## src/rtl/calc_pkg.sv

```systemverilog
// Shared calculator display-path definitions: default widths and converter state encoding.
// Also used by output_driver, so keep the encoding stable.
package calc_pkg;

  localparam int unsigned CALC_DATA_WIDTH = 16;
  localparam int unsigned CALC_NUM_DIGITS = 5;

  typedef enum logic [1:0] {
    IDLE    = 2'd0,
    CONVERT = 2'd1,
    DONE    = 2'd2
  } conv_state_t;

endpackage

```

## src/rtl/bcd_digit_adjust.sv

```systemverilog
// Double-dabble digit correction: add 3 to a BCD digit of 5 or more before the shift.
module bcd_digit_adjust (
  input  logic [3:0] digit,
  output logic [3:0] adjusted
);

  always_comb begin
    adjusted = digit;
    if (digit >= 4'd5) begin
      adjusted = digit + 4'd3;
    end
  end

endmodule

```

## src/rtl/bin_to_bcd_converter.sv

```systemverilog
// Sequential double-dabble binary-to-BCD converter, one bit per clock, with
// valid/ready handshakes on both sides and an optional 2's-complement sign split.
module bin_to_bcd_converter
  import calc_pkg::*;
#(
  parameter int unsigned DATA_WIDTH = CALC_DATA_WIDTH,
  parameter int unsigned NUM_DIGITS = CALC_NUM_DIGITS
) (
  input  logic                    clk,
  input  logic                    rst_n,
  input  logic [DATA_WIDTH-1:0]   i_data,
  input  logic                    i_2s_comp,
  input  logic                    i_valid,
  output logic                    o_ready,
  output logic [4*NUM_DIGITS-1:0] o_bcd,
  output logic                    o_negative,
  output logic                    o_valid,
  input  logic                    i_ready
);

  localparam int unsigned CNT_WIDTH = $clog2(DATA_WIDTH + 1);
  localparam int unsigned BCD_WIDTH = 4 * NUM_DIGITS;

  conv_state_t state, state_next;

  logic [CNT_WIDTH-1:0]            cnt;
  logic [DATA_WIDTH-1:0]           mag;
  logic [BCD_WIDTH-1:0]            acc;
  logic [BCD_WIDTH-1:0]            acc_adj;
  logic [BCD_WIDTH+DATA_WIDTH-1:0] shift_word;
  logic                            neg_pending;
  logic                            accept;
  logic                            last_shift;
  logic                            is_negative_in;

  for (genvar g = 0; g < NUM_DIGITS; g++) begin : g_digit
    bcd_digit_adjust u_adjust (
      .digit    (acc[4*g +: 4]),
      .adjusted (acc_adj[4*g +: 4])
    );
  end

  // The adjusted top digit's MSB falls off the shift; the digit-count bound guarantees it is zero.
  assign shift_word     = {acc_adj, mag} << 1;
  assign accept         = (state == IDLE) && i_valid;
  assign last_shift     = (state == CONVERT) && (cnt == CNT_WIDTH'(1));
  assign is_negative_in = i_2s_comp && i_data[DATA_WIDTH-1];

  always_ff @(posedge clk or negedge rst_n) begin
    if (!rst_n) begin
      state <= IDLE;
    end else begin
      state <= state_next;
    end
  end

  always_comb begin
    state_next = state;
    o_ready    = 1'b0;
    o_valid    = 1'b0;
    case (state)
      IDLE: begin
        o_ready = 1'b1;
        if (i_valid) begin
          state_next = CONVERT;
        end
      end
      CONVERT: begin
        if (last_shift) begin
          state_next = DONE;
        end
      end
      DONE: begin
        o_valid = 1'b1;
        if (i_ready) begin
          state_next = IDLE;
        end
      end
      default: state_next = IDLE;
    endcase
  end

  always_ff @(posedge clk or negedge rst_n) begin
    if (!rst_n) begin
      cnt         <= '0;
      mag         <= '0;
      acc         <= '0;
      neg_pending <= 1'b0;
      o_bcd       <= '0;
      o_negative  <= 1'b0;
    end else if (accept) begin
      cnt         <= CNT_WIDTH'(DATA_WIDTH);
      acc         <= '0;
      neg_pending <= is_negative_in;
      mag         <= is_negative_in ? (~i_data + DATA_WIDTH'(1)) : i_data;
    end else if (state == CONVERT) begin
      {acc, mag} <= shift_word;
      cnt        <= cnt - CNT_WIDTH'(1);
      if (last_shift) begin
        o_bcd      <= shift_word[BCD_WIDTH+DATA_WIDTH-1:DATA_WIDTH];
        o_negative <= neg_pending;
      end
    end
  end

endmodule

```

## config.mk

```make
export PLATFORM = sky130hd
export DESIGN_NAME = bin_to_bcd_converter
export DESIGN_NICKNAME = d
export VERILOG_FILES = /design/src/rtl/calc_pkg.sv /design/src/rtl/bcd_digit_adjust.sv /design/src/rtl/bin_to_bcd_converter.sv
export SDC_FILE = /design/constraint.sdc
export NUM_CORES = 1
export LEC_CHECK = 0
export ABC_AREA = 1
export CORE_ASPECT_RATIO = 0.7
export CORE_UTILIZATION = 50
export CTS_CLUSTER_DIAMETER = 200
export DETAILED_ROUTE_END_ITERATION = 7
export GPL_ROUTABILITY_DRIVEN = 0
export PLACE_DENSITY = 0.73
export SETUP_SLACK_MARGIN = 0.02
export SLEW_MARGIN = 20
export SYNTH_ARGS = -nofsm -noshare
export SYNTH_HDL_FRONTEND = slang
export SYNTH_SLANG_ARGS = --single-unit
```

## constraint.sdc

```tcl
create_clock -name clk -period 1.7 [get_ports clk]
set_input_delay 0.17 -clock clk [delete_from_list [all_inputs] [get_ports clk]]
set_output_delay 0.17 -clock clk [all_outputs]
set_load 0.01 [all_outputs]
```

* Word-level counts from Yosys, hierarchy flattened *
Cells that the tools add are included.
W data, S select, Z words.

storage, ports and cells
  register bits after elaboration = 65
  bits of input ports = 21
  output and inout bits = 23
  logic and storage cells = 52

cells by class
  add/subtract/negate cells = 7
  magnitude comparators = 5
  equal/unequal tests = 6
  multiplexer cells = 18
  bitwise operators = 2
  reductions and logical operators = 7

operators by type and width
  operator                 count
  $mux W16                 3
  $mux W20                 2
  $ge A4 B3 Y1 const B     5
  $add A16 B1 Y16 const B  1
  $add A4 B2 Y4 const B    4
  $mux W4                  4
  $not A16 Y16             1
  $mux W5                  2
  $mux W2                  3
  $ne A2 B2 Y1 const B     3
  $pmux W2 S3              1
  $reduce_and A3 Y1        2
  $eq A5 B1 Y1 const B     1
  $sub A5 B1 Y5 const B    1
  $add A3 B2 Y3 const B    1
  $logic_and A1 B1 Y1      3
  $mux W3                  1
  $eq A2 B1 Y1 const B     1
  $eq A2 B2 Y1 const B     1
  $logic_not A2 Y1         1
  $mux W1                  2
  $reduce_bool A2 Y1       1
  $not A1 Y1               1

* Logic depth before layout (Yosys ltp) *
Gate-level depths: netlist of the first run.

  depth in word-level cells = 4
  depth in mapped cells = 9
  depth with buffers taken out = 9

* Modules after synthesis *
Synthesis of the first run repeated with hierarchy kept, for this count alone.

second synthesis, totals
  cell total of the unflattened synthesis = 497
  area, all modules = 3819.9 µm²

modules (own cells, without submodules)
  module                times used  cells an instance  area an instance (µm²)  seq. area each (µm²)
  bin_to_bcd_converter  1           382                3144.3                  1626.6
  bcd_digit_adjust      5           23                 135.1                   0.0

* Worst setup path before layout of the first run *
Ideal clock, no wire load.

  kind = register to register
  from = register cnt[1]
  to = register o_bcd[19]
  setup time = 0.118 ns
  data arrival time = 1.241 ns
  data required time = 1.582 ns
  path slack = 0.341 ns
  stages on the path, launching flop included = 10
  path buffers = 2
  period minus slack after synthesis = 1.359 ns
  cell sequence = dfrtp_1 -> inv_1 -> ha_1 -> nand3b_2 -> nor2_4 -> inv_2 -> buf_6 -> buf_6 -> nand2_1 -> o21ai_2

on the way
  word-level cells in the longest chain between the ends = 3

RTL lines
  what                                line                         RTL
  start, declared                     bin_to_bcd_converter.sv:26   logic [CNT_WIDTH-1:0] cnt;
  start signal, assigned              bin_to_bcd_converter.sv:92   cnt <= CNT_WIDTH'(DATA_WIDTH);
  start signal, assigned              bin_to_bcd_converter.sv:98   cnt <= cnt - CNT_WIDTH'(1);
  $eq A5 B1 Y1                        bin_to_bcd_converter.sv:46   assign last_shift = (state == CONVERT) && (cnt == CNT_WIDTH'(1));
  $logic_and A1 B1 Y1                 bin_to_bcd_converter.sv:46
  $reduce_and A3 Y1 (no source line)  n/a
  end signal, assigned                bin_to_bcd_converter.sv:100  o_bcd <= shift_word[BCD_WIDTH+DATA_WIDTH-1:DATA_WIDTH];
  end, declared                       bin_to_bcd_converter.sv:15   output logic [4*NUM_DIGITS-1:0] o_bcd,

Every way passes these cells.
A chain may end at the register's enable or synchronous reset.

* Final worst setup path of the first run *
  from = register state[0]
  to = output o_ready

on the way
  word-level cells in the longest chain between the ends = 2

RTL lines
  what                    line                        RTL
  start, declared         bin_to_bcd_converter.sv:24  conv_state_t state, state_next;
  start signal, assigned  bin_to_bcd_converter.sv:53  state <= state_next;
  $logic_not A2 Y1        bin_to_bcd_converter.sv:61  case (state)
  $mux W1                 bin_to_bcd_converter.sv:61
  end, declared           bin_to_bcd_converter.sv:14  output logic o_ready,

Every way passes these cells.

==> results of run 1 <==
-- registers in the layout, indices dropped and copies added (netlist names) --
signal       flops
cnt              5
neg_pending      1
o_bcd           20
state            2
mag             16
acc             20
o_negative       1
-- timing repair --
| item | in CTS | in global routing |
|---|---|---|
| endpoints found under the setup margin | 0 | 23 |
| resized for setup | 0 | 5 |
| endpoints found under the hold margin | 65 | 0 |
| setup buffers | 0 | 0 |
| hold buffers | 1 | 0 |
-- how the worst max path moves through the flow --
| stage | to | depth (start not counted) | slack [ns] | startpoint |
|---|---|---|---|---|
| 2_1_floorplan | o_bcd[19] | 9 | 0.34 | cnt[1] |
| 3_3_place_gp | mag[8] | 10 | 0.06 | i_data[0] |
| 3_5_place_dp | mag[8] | 10 | -0.03 | i_data[1] |
| 4_1_cts | acc[5] | 6 | 0.08 | state[1] |
| 5_1_grt | o_bcd[8] | 8 | 0.05 | acc[4] |
| 6_report | o_ready | 2 | 0.12 | state[0] |
-- Yosys cell counts --
cell      number  area, um^2
nor3b_1        1        7.51
nor2_2         2        12.5
nand3b_2       1        11.3
buf_2          8        40.0
inv_2          4        15.0
inv_1         42         158
or2_2          4        25.0
dfrtp_1       65        1630
a22oi_1       12        90.1
o211ai_1       2        15.0
nor2_4         1        11.3
nand3_1       25         125
nor2_8         1        20.0
o21ai_0       34         170
nand2_1      105         394
o21bai_1       2        15.0
buf_4          3        22.5
buf_6          3        33.8
xor2_1         6        52.6
o31ai_1        1        7.51
and2_1         2        12.5
a21boi_0       5        37.5
o22ai_1       17         106
nor2_1        28         105
ha_1          13         163
o21ai_2        6        52.6
nand2_2        1        6.26
a21oi_1        8        40.0
o21ai_1        8        40.0
-- worst register-to-register path: cells and delay by family, from the launching register on --
family | cells | cell delay (ns)
flops | 1 | 0.38
buf+inv | 2 | 0.14
fa+ha+maj | 1 | 0.22
compound gates | 2 | 0.39
simple gates | 3 | 0.31
-- cell type report --
cell class / count / area (um^2) / share of cell area, %
sequential: 65 / 1630 / 38.9
clock inverter: 3 / 40.0 / 0.959
multi-input combinational: 285 / 1520 / 36.4
inverter: 46 / 178 / 4.25
tap: 91 / 114 / 2.73
clock buffer: 12 / 155 / 3.71
timing repair buffer: 55 / 543 / 13.0
-- stage by stage --
stage	power, mW	instance area (um^2)
2_1_floorplan	5.03	3420
3_3_place_gp	6.02	3970
3_5_place_dp	6.17	3970
4_1_cts	7.52	4170
5_1_grt	8.17	4180
6_report	7.50	4180
-- where the power goes --
| part | switching (mW) | internal, mW | leakage (nW) |
|---|---|---|---|
| Combinational | 1.99 | 1.49 | 1.07 |
| Sequential | 0.443 | 2.27 | 0.814 |
| Clock | 0.551 | 0.745 | 0.102 |
-- cells by family (layout without fill, tap and decap cells) --
family / Yosys count / in the layout
flip-flops: 65 / 65
adder cells (fa/ha/maj): 13 / 13
AO/OA/AOI/OAI: 95 / 95
buffers and inverters: 60 / 116
XOR/XNOR: 6 / 6
AND/OR/NAND/NOR: 171 / 171
-- per-layer routing --
layer	GRT usage (%)	vias up	wire, um
li1	-	1458	-
met1	31.3	1347	3490
met2	34.9	73	3360
met3	7.31	6	382
met4	6.28	0	53
met5	0	-	0
==> impl_metrics.ini, run 1 <==
[place]
hpwlAfterDp_um = 5100
portBuffers = 43
dp_slack_ns = -0.0272
placed_cells = 541

[setup_path]
cp.required_ns = 1.53
r2r_end = acc[12]
crit_path_start_kind = flop
crit_chain = nor2_2 -> clkdlybuf4s50_1
crit_slowest_cell = clkdlybuf4s50_1
r2r-start = acc[8]
endpoint_kind = primary output
cp.buffers_inverters = 1
critPathArrivalTime_ns = 1.41
cp_slowest_stage_delay_ns = 0.54
reg2reg_depth = 8
crit_fanout = 4
ff2ff_setup_slack_ns = 0.18
critical_path_class = reg -> out
critPathTopFamily = buffers and inverters

[sta]
skew_ns = 0.00795
maxSlewHeadroom_pct = 69.7
setup_tns_ns = 0
setup_viol = 0
fmax_mhz = 635
slew_viol_final = 0
worst_pin_slew_ns = 0.454
whs_ns = 0.368
hold_viol_final = 0
rsz0062_at_grt = no
min_period_over_period_pct = 92.7
fin_crit_ns = 1.58
setup_ws_ns = 0.124

[route]
vias_per_cell = 5.18
antenna_left = 0
drc = 0
firstDrtPassIters = 5
finalWirelength_um = 7290
num_vias = 2884
drt-wirelength-per-cell_um = 13.1
drt-initial-drc-count = 133

[global_routing]
grt_start_max_net_pins = 66
grt_pass1_vias = 2775
grt_pass1_wl_um = 12800
antenna_found_initial = 0
gr-usage-all-layers_pct = 22.8
gr-total-overflow = 0

[logic_synthesis]
synth.distinct_cells = 29
syn_area_um2 = 3420
avgSynthCellArea_um2 = 8.33
synthCells = 410
ys_ff_latch = 65
synthAdderAreaFrac_pct = 4.76
synth-xor-area-share_pct = 1.54
synth-simple-area-share_pct = 21.4
syn_nets = 444
synth-seq-area-share_pct = 47.6
muxShareOfSynthArea_pct = 0
yosys_warnings = 0
synth_compound_area_share_pct = 16.8
synth_top_family_by_area = simple AND/OR/NAND/NOR gates

[clocking]
cts_tree = done
cts_buffers = 9
cts_htree_levels = 3
clk_root_buffer_cell = clkbuf_8
cts_sinks = 65
clk_pin_slew_ns = 0.07
clock_latency_ns = 0.33
cts_buffer_depth = 2

[pwr]
peakVddDrop_mv = 0.833
leakage_nw = 1.99
power.density_nw_per_um2 = 1790

[finish]
final_common_cell = nand2_1
postLayoutCoreUtil_pct = 65.3
syn_to_final_growth_pct = 22.3
instances_no_fill = 557
fillerInstances = 552
final_cell_mix = 105 x nand2_1, 65 x dfrtp_1, 42 x inv_1, 42 x clkdlybuf4s50_1, 34 x o21ai_0
drive_gt1_share_pct = 9.87
nets = 496
diodes = 0

[floorplanning]
die_x_um = 101
coreArea_um2 = 6400
start_util_pct = 53.4
rows = 24
ioPinCount = 44
die_h_um = 71.2
dieArea_um2 = 7170

[min_path]
min_path_type = in -> async

[job]
maxCapViolations = 0

[outcome]
status = completed
No activity file was read; power rests on OpenSTA's default activity.
==> run 2, diff against run 1 <==
GPL_TIMING_DRIVEN = 0   (was not set)
clock period = 2 ns   (was 1.7 ns; I/O delays follow)
==> impl_metrics.ini, run 2 (same netlist as run 1, synthesis figures left out) <==
[outcome]
status = completed

[sta]
worst_pin_slew_ns = 0.395
min_period_over_period_pct = 81.1
rsz0062_at_grt = no
hold_viol_final = 0
maxSlewHeadroom_pct = 73.4
setup_viol = 0
slew_viol_final = 0
fin_crit_ns = 1.62
skew_ns = 0.00428
fmax_mhz = 616

[global_routing]
grt_pass1_vias = 2867
grt_pass1_wl_um = 13400
antenna_found_initial = 0
met1_usage_pct = 35.1
top_usage_layer = met2
grt_use_met2_pct = 36.5
grt_start_max_net_pins = 52
gr-usage-all-layers_pct = 24.5
gr-total-overflow = 0
use_met3_pct = 6.92

[floorplanning]
coreArea_um2 = 6400
ioPinCount = 44
start_util_pct = 53.4
die_x_um = 101
rows = 24
dieArea_um2 = 7170
die_h_um = 71.2

[route]
drt-wirelength-per-cell_um = 13.8
finalWirelength_um = 7720
drc = 0
num_vias = 2885
vias_per_cell = 5.14
firstDrtPassIters = 4
antenna_left = 0
drt-initial-drc-count = 138

[finish]
final_common_cell = nand2_1
reg_top3 = acc: 20 flops, o_bcd: 20 flops, mag: 16 flops
diodes = 0
final_cell_mix = 105 x nand2_1, 65 x dfrtp_1, 42 x inv_1, 42 x clkdlybuf4s50_1, 34 x o21ai_0
drive_gt1_share_pct = 10.6
instances_no_fill = 561
nets = 500
syn_to_final_growth_pct = 22.7
postLayoutCoreUtil_pct = 65.5

[setup_path]
critPathArrivalTime_ns = 1.42
crit_path_start_kind = flop
endpoint_kind = primary output
reg2reg_depth = 8
crit_start = state[0]
critical_path_class = reg -> out
ff2ff_setup_slack_ns = 0.39
r2r_end = o_bcd[4]
crit_fanout = 4
r2r-start = acc[0]
endpoint = o_ready
cp.required_ns = 1.80

[clocking]
clk_pin_slew_ns = 0.07
clk_root_buffer_cell = clkbuf_8
cts_tree = done
cts_buffer_depth = 2
cts_setup_buffers = 0
clock_latency_ns = 0.35
cts_htree_levels = 3
cts_buffers = 9
cts_sinks = 65

[place]
placed_cells = 545
portBuffers = 43
hpwlAfterDp_um = 5660

[min_path]
min_path_type = in -> async

[pwr]
power.density_nw_per_um2 = 1540
peakVddDrop_mv = 0.638
leakage_nw = 2.00
p_total_mw = 6.43

[job]
maxCapViolations = 0
[run 2: cell types whose count changed in the layout (fill, tap and decap cells not counted), sizes merged]
cell  previous run  this run
buf             12        16
[run 2: final cells by class]
cell class,count,area (um^2)
timing repair buffer,45,465
clock inverter,3,40.0
buffer,14,96.3
tap,91,114
fill,556,2210
inverter,46,173
clock buffer,12,155
multi-input combinational,285,1520
sequential,65,1630
[run 2: how the worst min path moves through the flow]
stage / cells past startpoint / from / endpoint
2_1_floorplan: 0 / rst_n / acc[0]
3_3_place_gp: 2 / o_negative / o_negative
3_5_place_dp: 1 / rst_n / mag[0]
4_1_cts: 2 / rst_n / o_bcd[3]
5_1_grt: 2 / rst_n / mag[0]
6_report: 2 / rst_n / mag[0]
[run 2: metal layers]
metal	part of all wire, %	up-vias
met1	51	1347
met2	43	68
li1	-	1460
met5	0	-
met3	5.6	10
met4	1.0	0
[run 2: power by group]
part	switching (mW)	total, mW	internal (mW)	leakage, nW
Clock	0.488	1.12	0.633	0.102
Sequential	0.377	2.31	1.93	0.814
Combinational	1.72	3.00	1.28	1.08
[run 2: stage by stage]
stage / setup TNS [ns] / cell area [um^2] / worst slack, ns / hold WS (ns)
6_report: 0 / 4190 / 0.378 / 0.260
5_1_grt: 0 / 4190 / 0.253 / 0.278
4_1_cts: 0 / 4190 / 0.355 / 0.247
3_5_place_dp: 0 / 3990 / 0.208 / 0.0772
3_3_place_gp: -91.78 / 3960 / -1.42 / 0.456
2_1_floorplan: 0 / 3420 / 0.641 / -0.0956
[run 2: critical path: stages, from the launching register on]
cell and delay (ns):
dfrtp_1 0.43, nor2_2 0.11, clkdlybuf4s50_1 0.54
[run 2: what timing repair did]
action | 4_1_cts | 5_1_grt
hold buffers | 1 | 0
hold endpoints to repair | 14 | 0
gates resized for setup | 0 | 0
==> variant: new RTL, flow settings as in run 1 <==
Reset style: synchronous (`rst_n`), changed in 2 clocked blocks.
--- a/src/rtl/bin_to_bcd_converter.sv
+++ b/src/rtl/bin_to_bcd_converter.sv
@@ -46,7 +46,7 @@
   assign last_shift     = (state == CONVERT) && (cnt == CNT_WIDTH'(1));
   assign is_negative_in = i_2s_comp && i_data[DATA_WIDTH-1];
 
-  always_ff @(posedge clk or negedge rst_n) begin
+  always_ff @(posedge clk) begin
     if (!rst_n) begin
       state <= IDLE;
     end else begin
@@ -80,7 +80,7 @@
     endcase
   end
 
-  always_ff @(posedge clk or negedge rst_n) begin
+  always_ff @(posedge clk) begin
     if (!rst_n) begin
       cnt         <= '0;
       mag         <= '0;
Check against the original RTL: differs if rst_n is asserted again (counterexample within 4 cycles, from zero or initial values and one cycle with rst_n low); with rst_n held inactive, the same outputs for 10 cycles.
==> variant against run 1 <==
Fmax down 4.4%. Final area rose by 3.7%. Area after synthesis up 2.1%. Sequential cell count unchanged. Sequential share of layout area decreased by 8.9 points. Setup slack worse by 0.072 ns. Routed wire length is 12% higher. Highest routed layer unchanged.
Power is not compared: it rests on default switching activity, and its combinational part moved more than twofold at a synthesized area within 25%.
==> variant: results (changes against run 1) <==
worst slew pin tran 0.375 ns (-0.0795 ns); first-pass GRT wire length 13.9 mm (+8.7%); met1 GRT Util 32.2% (+0.95 points); Final Skew 0.0122 ns (+0.00423 ns); Clock Path Buffers 2 (unchanged); Routed WL 8.17 mm (+12%); Iter 0 DRT Violations 161 (+21%); syn nets 546 (+23%); DP Wirelength 5.95 mm (+17%); hold crit path type primary input to flip-flop; met3 Use GR 6.24% (-1.1 points); number of global-route vias before repair 3,085 (+11%); placed cell area 0.00409 mm² (+3.1%); filler instances 617 (+12%); status complete, no violations; all-layer global routing usage 24.3% (+1.5 points); Cell variety after synth 35 (+21%); worst r2r dst acc[6]; R2R cell count 8 (unchanged); Final min period 1.65 ns (+0.0718 ns); r2r setup slk 0.13 ns (-0.05 ns); worst reg2reg path startpoint acc[4]; DR vias/cell 5.00 (-3.5%); register area share after synthesis 37.3% (-10 points); ys flop type dfxtp_1; Area contributors post-synth dfxtp_1 37%, nand2_1 12%, o21ai_0 7.5%; dpl ws -0.0658 ns (-0.0386 ns); Async S/R FF share, synth 0% (-100 points); critical path launch point state[0]; commonest cells in the netlist 112 x nand2_1, 66 x nor2_1, 65 x dfxtp_1, 64 x inv_1, 52 x o21ai_0; Crit Path Max Fanout 3 (-1); M2 GR Usage 39.2% (+4.3 points); largest net degree at the start of global routing 27 (-59%); DR pass1 iterations 4 (-1); share of post-route cells with drive strength above 1 9.46% (-0.41 points); WP data arrival 1.48 ns (+0.07 ns)
==> variant: cells by family (layout without fill, tap and decap cells) <==
kind of cell	after synthesis	in the layout	share of synthesized area [%]
AND/OR/NAND/NOR	216	216	26.1
AO/OA/AOI/OAI	124	124	19.5
buffers and inverters	86	145	10.4
flip-flops	65	65	37.3
adder cells (fa/ha/maj)	13	13	4.66
XOR/XNOR	8	8	2.01
==> variant: final cells by class <==
type                    instances  area share (%)
inverters                      69            6.21
multi-input cells             361            42.4
well taps                      94            2.71
flip-flops and latches         65            30.0
repair buffers                 60            13.5
clock inverters                 5            1.82
clock buffers                  11            3.26
==> variant: power by group through the flow <==
| stage | logic (µW) | registers [µW] | clock network [µW] |
|---|---|---|---|
| after floorplan | 438 | 1690 | 0 |
| after detailed placement | 660 | 1700 | 0 |
| after global routing | 768 | 1680 | 1550 |
| final | 674 | 1670 | 1460 |
| after CTS | 665 | 1660 | 1490 |
| after global placement | 641 | 1690 | 0 |
==> variant: repair_timing <==
item | CTS | global route
hold buffers | 0 | 0
resized for setup | 0 | 11
setup endpoints to repair | 0 | 10
==> variant: worst min path at each step <==
stage                 from          end  slack, ns  depth (start not counted)
2_1_floorplan   i_data[15]      mag[15]       0.31                          2
4_1_cts          i_data[0]       mag[0]       0.41                          3
5_1_grt          i_data[0]       mag[0]       0.41                          3
6_report         i_data[0]       mag[0]       0.43                          3
3_5_place_dp   neg_pending  neg_pending       0.45                          2
3_3_place_gp        cnt[2]       cnt[2]       0.45                          2
==> variant: worst max-delay path, delay by kind of cell (launching register included) <==
kind	cells	cell delay [ns]
buffers and inverters	1	0.59
flip-flops	1	0.35
AND/OR/NAND/NOR	1	0.21
==> variant: stage by stage <==
step           setup TNS, ns  util, %  total power, µW  instances
2_1_floorplan              0        -             2130        512
3_3_place_gp         -0.0561     60.5             2340        649
3_5_place_dp          -0.206     60.5             2360        649
4_1_cts                    0     63.8             3820        665
5_1_grt             -0.00429     64.1             4000        665
6_report                   0     64.1             3800        665
==> variant: per-layer routing <==
| layer | share of wire [%] | wire length, µm |
|---|---|---|
| met4 | 1.1 | 93 |
| met1 | 50 | 4050 |
| met3 | 4.5 | 371 |
| met2 | 45 | 3660 |
| met5 | 0 | 0 |
